**config.mk**
```make
export PLATFORM = sky130hd
export DESIGN_NAME = multicycle_control_flat
export DESIGN_NICKNAME = d
export VERILOG_FILES = /design/src/rtl/multicycle_control_if.sv /design/src/rtl/multicycle_control.sv /design/src/flat_wrapper.sv
export SDC_FILE = /design/constraint.sdc
export NUM_CORES = 1
export LEC_CHECK = 0
export BUFFER_PORTS_ARGS = -buffer_cell sky130_fd_sc_hd__buf_2
export CAP_MARGIN = 20
export CORE_MARGIN = 5
export CORE_UTILIZATION = 45
export DETAILED_ROUTE_END_ITERATION = 10
export GPL_TIMING_DRIVEN = 0
export PLACE_DENSITY = 0.71
export SLEW_MARGIN = 0
export SYNTH_ARGS = -nofsm -noshare
export SYNTH_HDL_FRONTEND = slang
export SYNTH_SLANG_ARGS = --single-unit
```
**constraint.sdc**
```tcl
create_clock -name clk -period 1.47 [get_ports clk]
set_input_delay 0.0735 -clock clk [delete_from_list [all_inputs] [get_ports clk]]
set_output_delay 0.0735 -clock clk [all_outputs]
set_load 0.02 [all_outputs]
```
**src/rtl/multicycle_control_if.sv**
```systemverilog
// Handshake bundle between the multicycle control FSM and the datapath/memory side.
// The slave side is the controller; the master side drives opcode and memory status.
interface multicycle_control_if #(
  parameter int OPW = 6
);
  logic [OPW-1:0] opcode;
  logic           mem_ready;
  logic           trap_ack;
  logic [10:0]    control_signal;
  logic           ifetch;
  logic           ir_write;
  logic           pc_write;
  logic           mem_byte;
  logic           instr_done;
  logic [2:0]     state;

  modport master (
    output opcode, mem_ready, trap_ack,
    input  control_signal, ifetch, ir_write, pc_write, mem_byte, instr_done, state
  );

  modport slave (
    input  opcode, mem_ready, trap_ack,
    output control_signal, ifetch, ir_write, pc_write, mem_byte, instr_done, state
  );
endinterface

```
**src/rtl/multicycle_control.sv**
```systemverilog
// Multicycle MIPS main control: FETCH/DECODE/EXEC/MEM/WB sequencing with memory
// wait timeout and an illegal-opcode trap. Control word is decoded from state and latched opcode.
module multicycle_control #(
  parameter int OPW          = 6,
  parameter int TO_W         = 4,
  parameter int MEM_TIMEOUT  = 15,
  parameter bit EN_SB        = 1'b1,
  parameter bit EN_IMM_LOGIC = 1'b1
) (
  input logic                 clk,
  input logic                 rst,
  multicycle_control_if.slave bus
);

  typedef enum logic [2:0] {
    S_FETCH  = 3'd0,
    S_DECODE = 3'd1,
    S_EXEC   = 3'd2,
    S_MEM    = 3'd3,
    S_WB     = 3'd4,
    S_TRAP   = 3'd5
  } state_e;

  localparam logic [OPW-1:0] OP_R    = OPW'(0);
  localparam logic [OPW-1:0] OP_J    = OPW'(2);
  localparam logic [OPW-1:0] OP_BEQ  = OPW'(4);
  localparam logic [OPW-1:0] OP_BNE  = OPW'(5);
  localparam logic [OPW-1:0] OP_ADDI = OPW'(8);
  localparam logic [OPW-1:0] OP_SLTI = OPW'(10);
  localparam logic [OPW-1:0] OP_ANDI = OPW'(12);
  localparam logic [OPW-1:0] OP_ORI  = OPW'(13);
  localparam logic [OPW-1:0] OP_LW   = OPW'(35);
  localparam logic [OPW-1:0] OP_SB   = OPW'(40);
  localparam logic [OPW-1:0] OP_SW   = OPW'(43);

  state_e          state_q;
  logic [OPW-1:0]  op_q;
  logic [TO_W-1:0] wait_q;

  function automatic logic op_legal(input logic [OPW-1:0] op);
    case (op)
      OP_R, OP_ADDI, OP_LW, OP_SW, OP_J, OP_BEQ, OP_BNE: op_legal = 1'b1;
      OP_SB:                                             op_legal = EN_SB;
      OP_SLTI, OP_ANDI, OP_ORI:                          op_legal = EN_IMM_LOGIC;
      default:                                           op_legal = 1'b0;
    endcase
  endfunction

  logic is_r, is_lw, is_sw, is_sb, is_j, is_br, is_imm, is_addi, is_mem, timed_out;
  assign is_r      = (op_q == OP_R);
  assign is_lw     = (op_q == OP_LW);
  assign is_sw     = (op_q == OP_SW);
  assign is_sb     = (op_q == OP_SB);
  assign is_j      = (op_q == OP_J);
  assign is_br     = (op_q == OP_BEQ) || (op_q == OP_BNE);
  assign is_imm    = (op_q == OP_SLTI) || (op_q == OP_ANDI) || (op_q == OP_ORI);
  assign is_addi   = (op_q == OP_ADDI);
  assign is_mem    = is_lw || is_sw || is_sb;
  assign timed_out = (wait_q == TO_W'(MEM_TIMEOUT));

  // wait_q defaults to zero so it clears on every state change; only a stall in FETCH/MEM keeps counting
  always_ff @(posedge clk or posedge rst) begin
    if (rst) begin
      state_q <= S_FETCH;
      op_q    <= '0;
      wait_q  <= '0;
    end else begin
      wait_q <= '0;
      case (state_q)
        S_FETCH, S_MEM: begin
          if (bus.mem_ready) begin
            if (state_q == S_FETCH) state_q <= S_DECODE;
            else if (is_lw)         state_q <= S_WB;
            else                    state_q <= S_FETCH;
          end else if (timed_out) begin
            state_q <= S_TRAP;
          end else begin
            wait_q <= wait_q + TO_W'(1);
          end
        end
        S_DECODE: begin
          op_q    <= bus.opcode;
          state_q <= op_legal(bus.opcode) ? S_EXEC : S_TRAP;
        end
        S_EXEC: begin
          if (is_j || is_br) state_q <= S_FETCH;
          else if (is_mem)   state_q <= S_MEM;
          else               state_q <= S_WB;
        end
        S_WB:    state_q <= S_FETCH;
        S_TRAP:  if (bus.trap_ack) state_q <= S_FETCH;
        default: state_q <= S_FETCH;
      endcase
    end
  end

  logic [1:0] alu_op;
  logic       alu_src;
  always_comb begin
    alu_op = 2'b00;
    if (is_r)        alu_op = 2'b10;
    else if (is_br)  alu_op = 2'b01;
    else if (is_imm) alu_op = 2'b11;
  end
  assign alu_src = is_mem || is_addi || is_imm;

  // ir_write/pc_write/instr_done mark the completing cycle of a memory wait, so they follow mem_ready there
  always_comb begin
    bus.control_signal = '0;
    bus.ifetch         = 1'b0;
    bus.ir_write       = 1'b0;
    bus.pc_write       = 1'b0;
    bus.mem_byte       = 1'b0;
    bus.instr_done     = 1'b0;
    case (state_q)
      S_FETCH: begin
        bus.ifetch   = 1'b1;
        bus.ir_write = bus.mem_ready;
        bus.pc_write = bus.mem_ready;
      end
      S_EXEC: begin
        bus.control_signal[5:4] = alu_op;
        bus.control_signal[2]   = alu_src;
        bus.control_signal[10]  = is_j;
        bus.control_signal[9]   = is_br;
        bus.pc_write            = is_j;
        bus.instr_done          = is_j || is_br;
      end
      S_MEM: begin
        bus.control_signal[2] = 1'b1;
        bus.control_signal[8] = is_lw;
        bus.control_signal[7] = is_sw || is_sb;
        bus.mem_byte          = is_sb;
        bus.instr_done        = bus.mem_ready && (is_sw || is_sb);
      end
      S_WB: begin
        bus.control_signal[5:4] = alu_op;
        bus.control_signal[2]   = alu_src;
        bus.control_signal[6]   = is_lw;
        bus.control_signal[1]   = 1'b1;
        bus.control_signal[0]   = is_r;
        bus.instr_done          = 1'b1;
      end
      S_TRAP:  bus.control_signal[3] = 1'b1;
      default: ;
    endcase
  end

  assign bus.state = state_q;

endmodule

```
**src/flat_wrapper.sv**
```systemverilog
// flat-port wrapper written by rule: the top's interface ports become plain ports
module multicycle_control_flat 
#(
  parameter int OPW          = 6,
  parameter int TO_W         = 4,
  parameter int MEM_TIMEOUT  = 15,
  parameter bit EN_SB        = 1'b1,
  parameter bit EN_IMM_LOGIC = 1'b1
)
  (clk, rst, bus_opcode, bus_mem_ready, bus_trap_ack, bus_control_signal, bus_ifetch, bus_ir_write, bus_pc_write, bus_mem_byte, bus_instr_done, bus_state);
  multicycle_control_if #(.OPW(OPW)) bus_i ();
  input logic clk;
  input logic rst;
  input wire logic [$bits(bus_i.opcode)-1:0] bus_opcode;
  input wire logic [$bits(bus_i.mem_ready)-1:0] bus_mem_ready;
  input wire logic [$bits(bus_i.trap_ack)-1:0] bus_trap_ack;
  output wire logic [$bits(bus_i.control_signal)-1:0] bus_control_signal;
  output wire logic [$bits(bus_i.ifetch)-1:0] bus_ifetch;
  output wire logic [$bits(bus_i.ir_write)-1:0] bus_ir_write;
  output wire logic [$bits(bus_i.pc_write)-1:0] bus_pc_write;
  output wire logic [$bits(bus_i.mem_byte)-1:0] bus_mem_byte;
  output wire logic [$bits(bus_i.instr_done)-1:0] bus_instr_done;
  output wire logic [$bits(bus_i.state)-1:0] bus_state;
  assign bus_i.opcode = bus_opcode;
  assign bus_i.mem_ready = bus_mem_ready;
  assign bus_i.trap_ack = bus_trap_ack;
  assign bus_control_signal = bus_i.control_signal;
  assign bus_ifetch = bus_i.ifetch;
  assign bus_ir_write = bus_i.ir_write;
  assign bus_pc_write = bus_i.pc_write;
  assign bus_mem_byte = bus_i.mem_byte;
  assign bus_instr_done = bus_i.instr_done;
  assign bus_state = bus_i.state;
  multicycle_control #(.OPW(OPW), .TO_W(TO_W), .MEM_TIMEOUT(MEM_TIMEOUT), .EN_SB(EN_SB), .EN_IMM_LOGIC(EN_IMM_LOGIC)) u_core (.clk(clk), .rst(rst), .bus(bus_i));
endmodule
```
==> flow_summary.json <==
{
  "status": "complete, but fails checks",
  "violations": "setup timing",
  "leakagePower_nw": 0.837,
  "synth_cells": 116,
  "cpPeakStageDelay_ns": 0.50,
  "synth.most_common_cell": "dfrtp_1",
  "ys_top_cells_by_count": "dfrtp_1 (13), nor2_1 (9), mux2_2 (6), nor3_1 (6)",
  "cpMaxStageDelayCell": "a2111o_1",
  "die_area_mm2": 0.00332,
  "ios": 29,
  "first_iter_violations": 91,
  "h-tree-depth": 1,
  "rsz0062_at_grt": "true",
  "finalMaxSlewViolations": 0,
  "final_util_pct": 88.5,
  "grt_overflow": 0,
  "avgSynthCellArea_um2": 8.80,
  "worst-path-stages": 6,
  "fin_crit_ns": 1.84,
  "path_buf_inv": 3,
  "synthArstFlopShare_pct": 100,
  "cts_buffers": 3,
  "setup_slack_ns": -0.372,
  "placed_area_mm2": 0.00131,
  "drc": 0,
  "grt_pass1_wl_um": 5560,
  "hold_depth": 2,
  "synthTopCellsByArea": "dfrtp_1 (32%), mux2_2 (6.6%), nor2_1 (3.3%), nor4_1 (3.1%), nor3_1 (2.9%)",
  "drt_wl_total_um": 4120,
  "row_count": 17,
  "setup-tns-final_ns": -4.06,
  "dpl.hpwl_um": 2050,
  "finalCritPeriodShare_pct": 125,
  "synthesis.area_mm2": 0.00102,
  "cts_sinks": 13,
  "p_per_area_mw_per_mm2": 2120,
  "initial_core_util_pct": 46.6,
  "cap_violations": 0,
  "yosysSeqAreaShare_pct": 31.9,
  "crit_chain": "buf_8 > inv_8 > nand2_8 > a2111o_1 > a21oi_4 > buf_6",
  "max_freq_mhz": 543,
  "hold_viol_final": 0,
  "clockBufferDepth": 2,
  "irDropWorstVdd_mv": 1.66,
  "via_per_inst": 6.29,
  "clk_latency_ns": 0.29,
  "arrival_ns": 1.77,
  "antenna_found_initial": 0,
  "cts_root_buf": "clkbuf_4",
  "grt_pass1_vias": 1210,
  "vias": 1290,
  "worst-r2r-cell-count": 5,
  "clock_skew_ns": 0.0110,
  "wl_per_cell_um": 20.1,
  "crit_fanout": 6,
  "yosys_register_bits": 13,
  "synth_flop_cell": "dfrtp_1",
  "tritoncts": "built",
  "core_area_mm2": 0.00219,
  "stdcell_count": 205,
  "finalNetCount": 189,
  "worstSetupPathType": "reg2out",
  "die_h_um": 57.6,
  "diodes": 0,
  "die_w_um": 57.6,
  "yosys.cell_types.count": 46,
  "grt_max_degree": 14,
  "area_growth_pct": 89.8,
  "slew_headroom_pct": 63.9,
  "hold_class": "in2reg",
  "detail-route-antenna-nets": 0,
  "port-buffer-count": 28,
  "critPathLaunchType": "register",
  "end_kind": "primary output",
  "synth_edf_count": 0,
  "critical-path-top-delay-family": "compound AO/OA/AOI/OAI gates",
  "gp_congestion": 0.804,
  "synth_warnings": 0,
  "synth_nets": 127,
  "synth_top_area_share_pct": 31.9,
  "drt-pass1-iter-count": 4,
  "layout-drive-gt1-share_pct": 66.7,
  "track_usage_pct": 21.6,
  "final_cell_area_mm2": 0.00194,
  "setup_viol": 24,
  "max_slew.worst_pin.slew_ns": 0.536,
  "yosysTopAreaCell": "dfrtp_1",
  "ff2ff_setup_slack_ns": -0.32,
  "clk_pin_slew_ns": 0.09,
  "placed_cells": 172,
  "cp_data_required_time_ns": 1.40
}
## metrics by stage
| stage | setup slack [ns] | hold slack, ns | power, mW |
|---|---|---|---|
| after global routing | -0.445 | 0.0451 | 4.30 |
| after CTS | -0.326 | 0.0489 | 3.41 |
| final | -0.372 | 0.0539 | 4.11 |
| after detailed placement | -0.233 | 0.114 | 2.33 |
| after floorplan | -0.0996 | -0.0497 | 1.96 |
| after global placement | -0.226 | 0.116 | 2.29 |
## cell usage in the layout (no fill, tap or decap), types with 4 or more instances in the layout
cell type	n
buf_4	26
buf_6	17
buf_2	13
dfrtp_1	9
mux2_4	6
nor2_4	4
o21ai_0	4
inv_1	4
dfrtp_2	4
## where the power goes
part | internal [mW] | switching, mW | leakage [nW]
clock network | 0.106 | 0.128 | 0.0150
logic | 1.67 | 1.52 | 0.663
registers | 0.501 | 0.183 | 0.159
## cells by family after synthesis
| family | after synthesis | synth area share [%] |
|---|---|---|
| AND/OR/NAND/NOR | 55 | 33.6 |
| AO/OA/AOI/OAI | 24 | 18.1 |
| buffers and inverters | 13 | 5.02 |
| flip-flops | 13 | 31.9 |
| multiplexers | 7 | 7.60 |
| XOR/XNOR | 3 | 2.57 |
| adder cells (fa/ha/maj) | 1 | 1.23 |
## state kept, by name (all words and copies together), names as in the netlist
| register | flops |
|---|---|
| u_core.bus.state | 3 |
| u_core.op_q | 6 |
| u_core.wait_q | 4 |
## worst paths after layout
check                                          from                     to
max in group asynchronous                       rst         u_core.op_q[5]
min in group asynchronous                       rst       u_core.wait_q[2]
worst min register to register     u_core.wait_q[0]       u_core.wait_q[0]
worst max register to register       u_core.op_q[2]    u_core.bus.state[0]
worst min-delay path                  bus_opcode[4]         u_core.op_q[4]
worst max-delay path            u_core.bus.state[1]  bus_control_signal[4]
## timing repair
item	4_1_cts	5_1_grt
pin swaps	13	15
hold endpoints to repair	13	0
hold buffers	1	0
endpoints found under the setup margin	23	24
resized for setup	65	26
setup buffers	15	14
## layer usage
metal	global-route usage, %	part of all wire [%]	vias to the layer above
li1	-	-	560
met1	23.1	38	633
met2	39.0	51	73
met3	5.79	7.5	24
met4	9.93	3.3	0
met5	0	0	-
## final cells by class
cell class / count / area (um2)
tap: 28 / 35.0
sequential: 13 / 330
inverter: 5 / 26.3
fill: 97 / 253
multi-input combinational: 90 / 932
timing repair buffer: 57 / 487
clock buffer: 4 / 26.3
buffer: 8 / 101
Note: power is estimated with default switching activity, not from simulation.
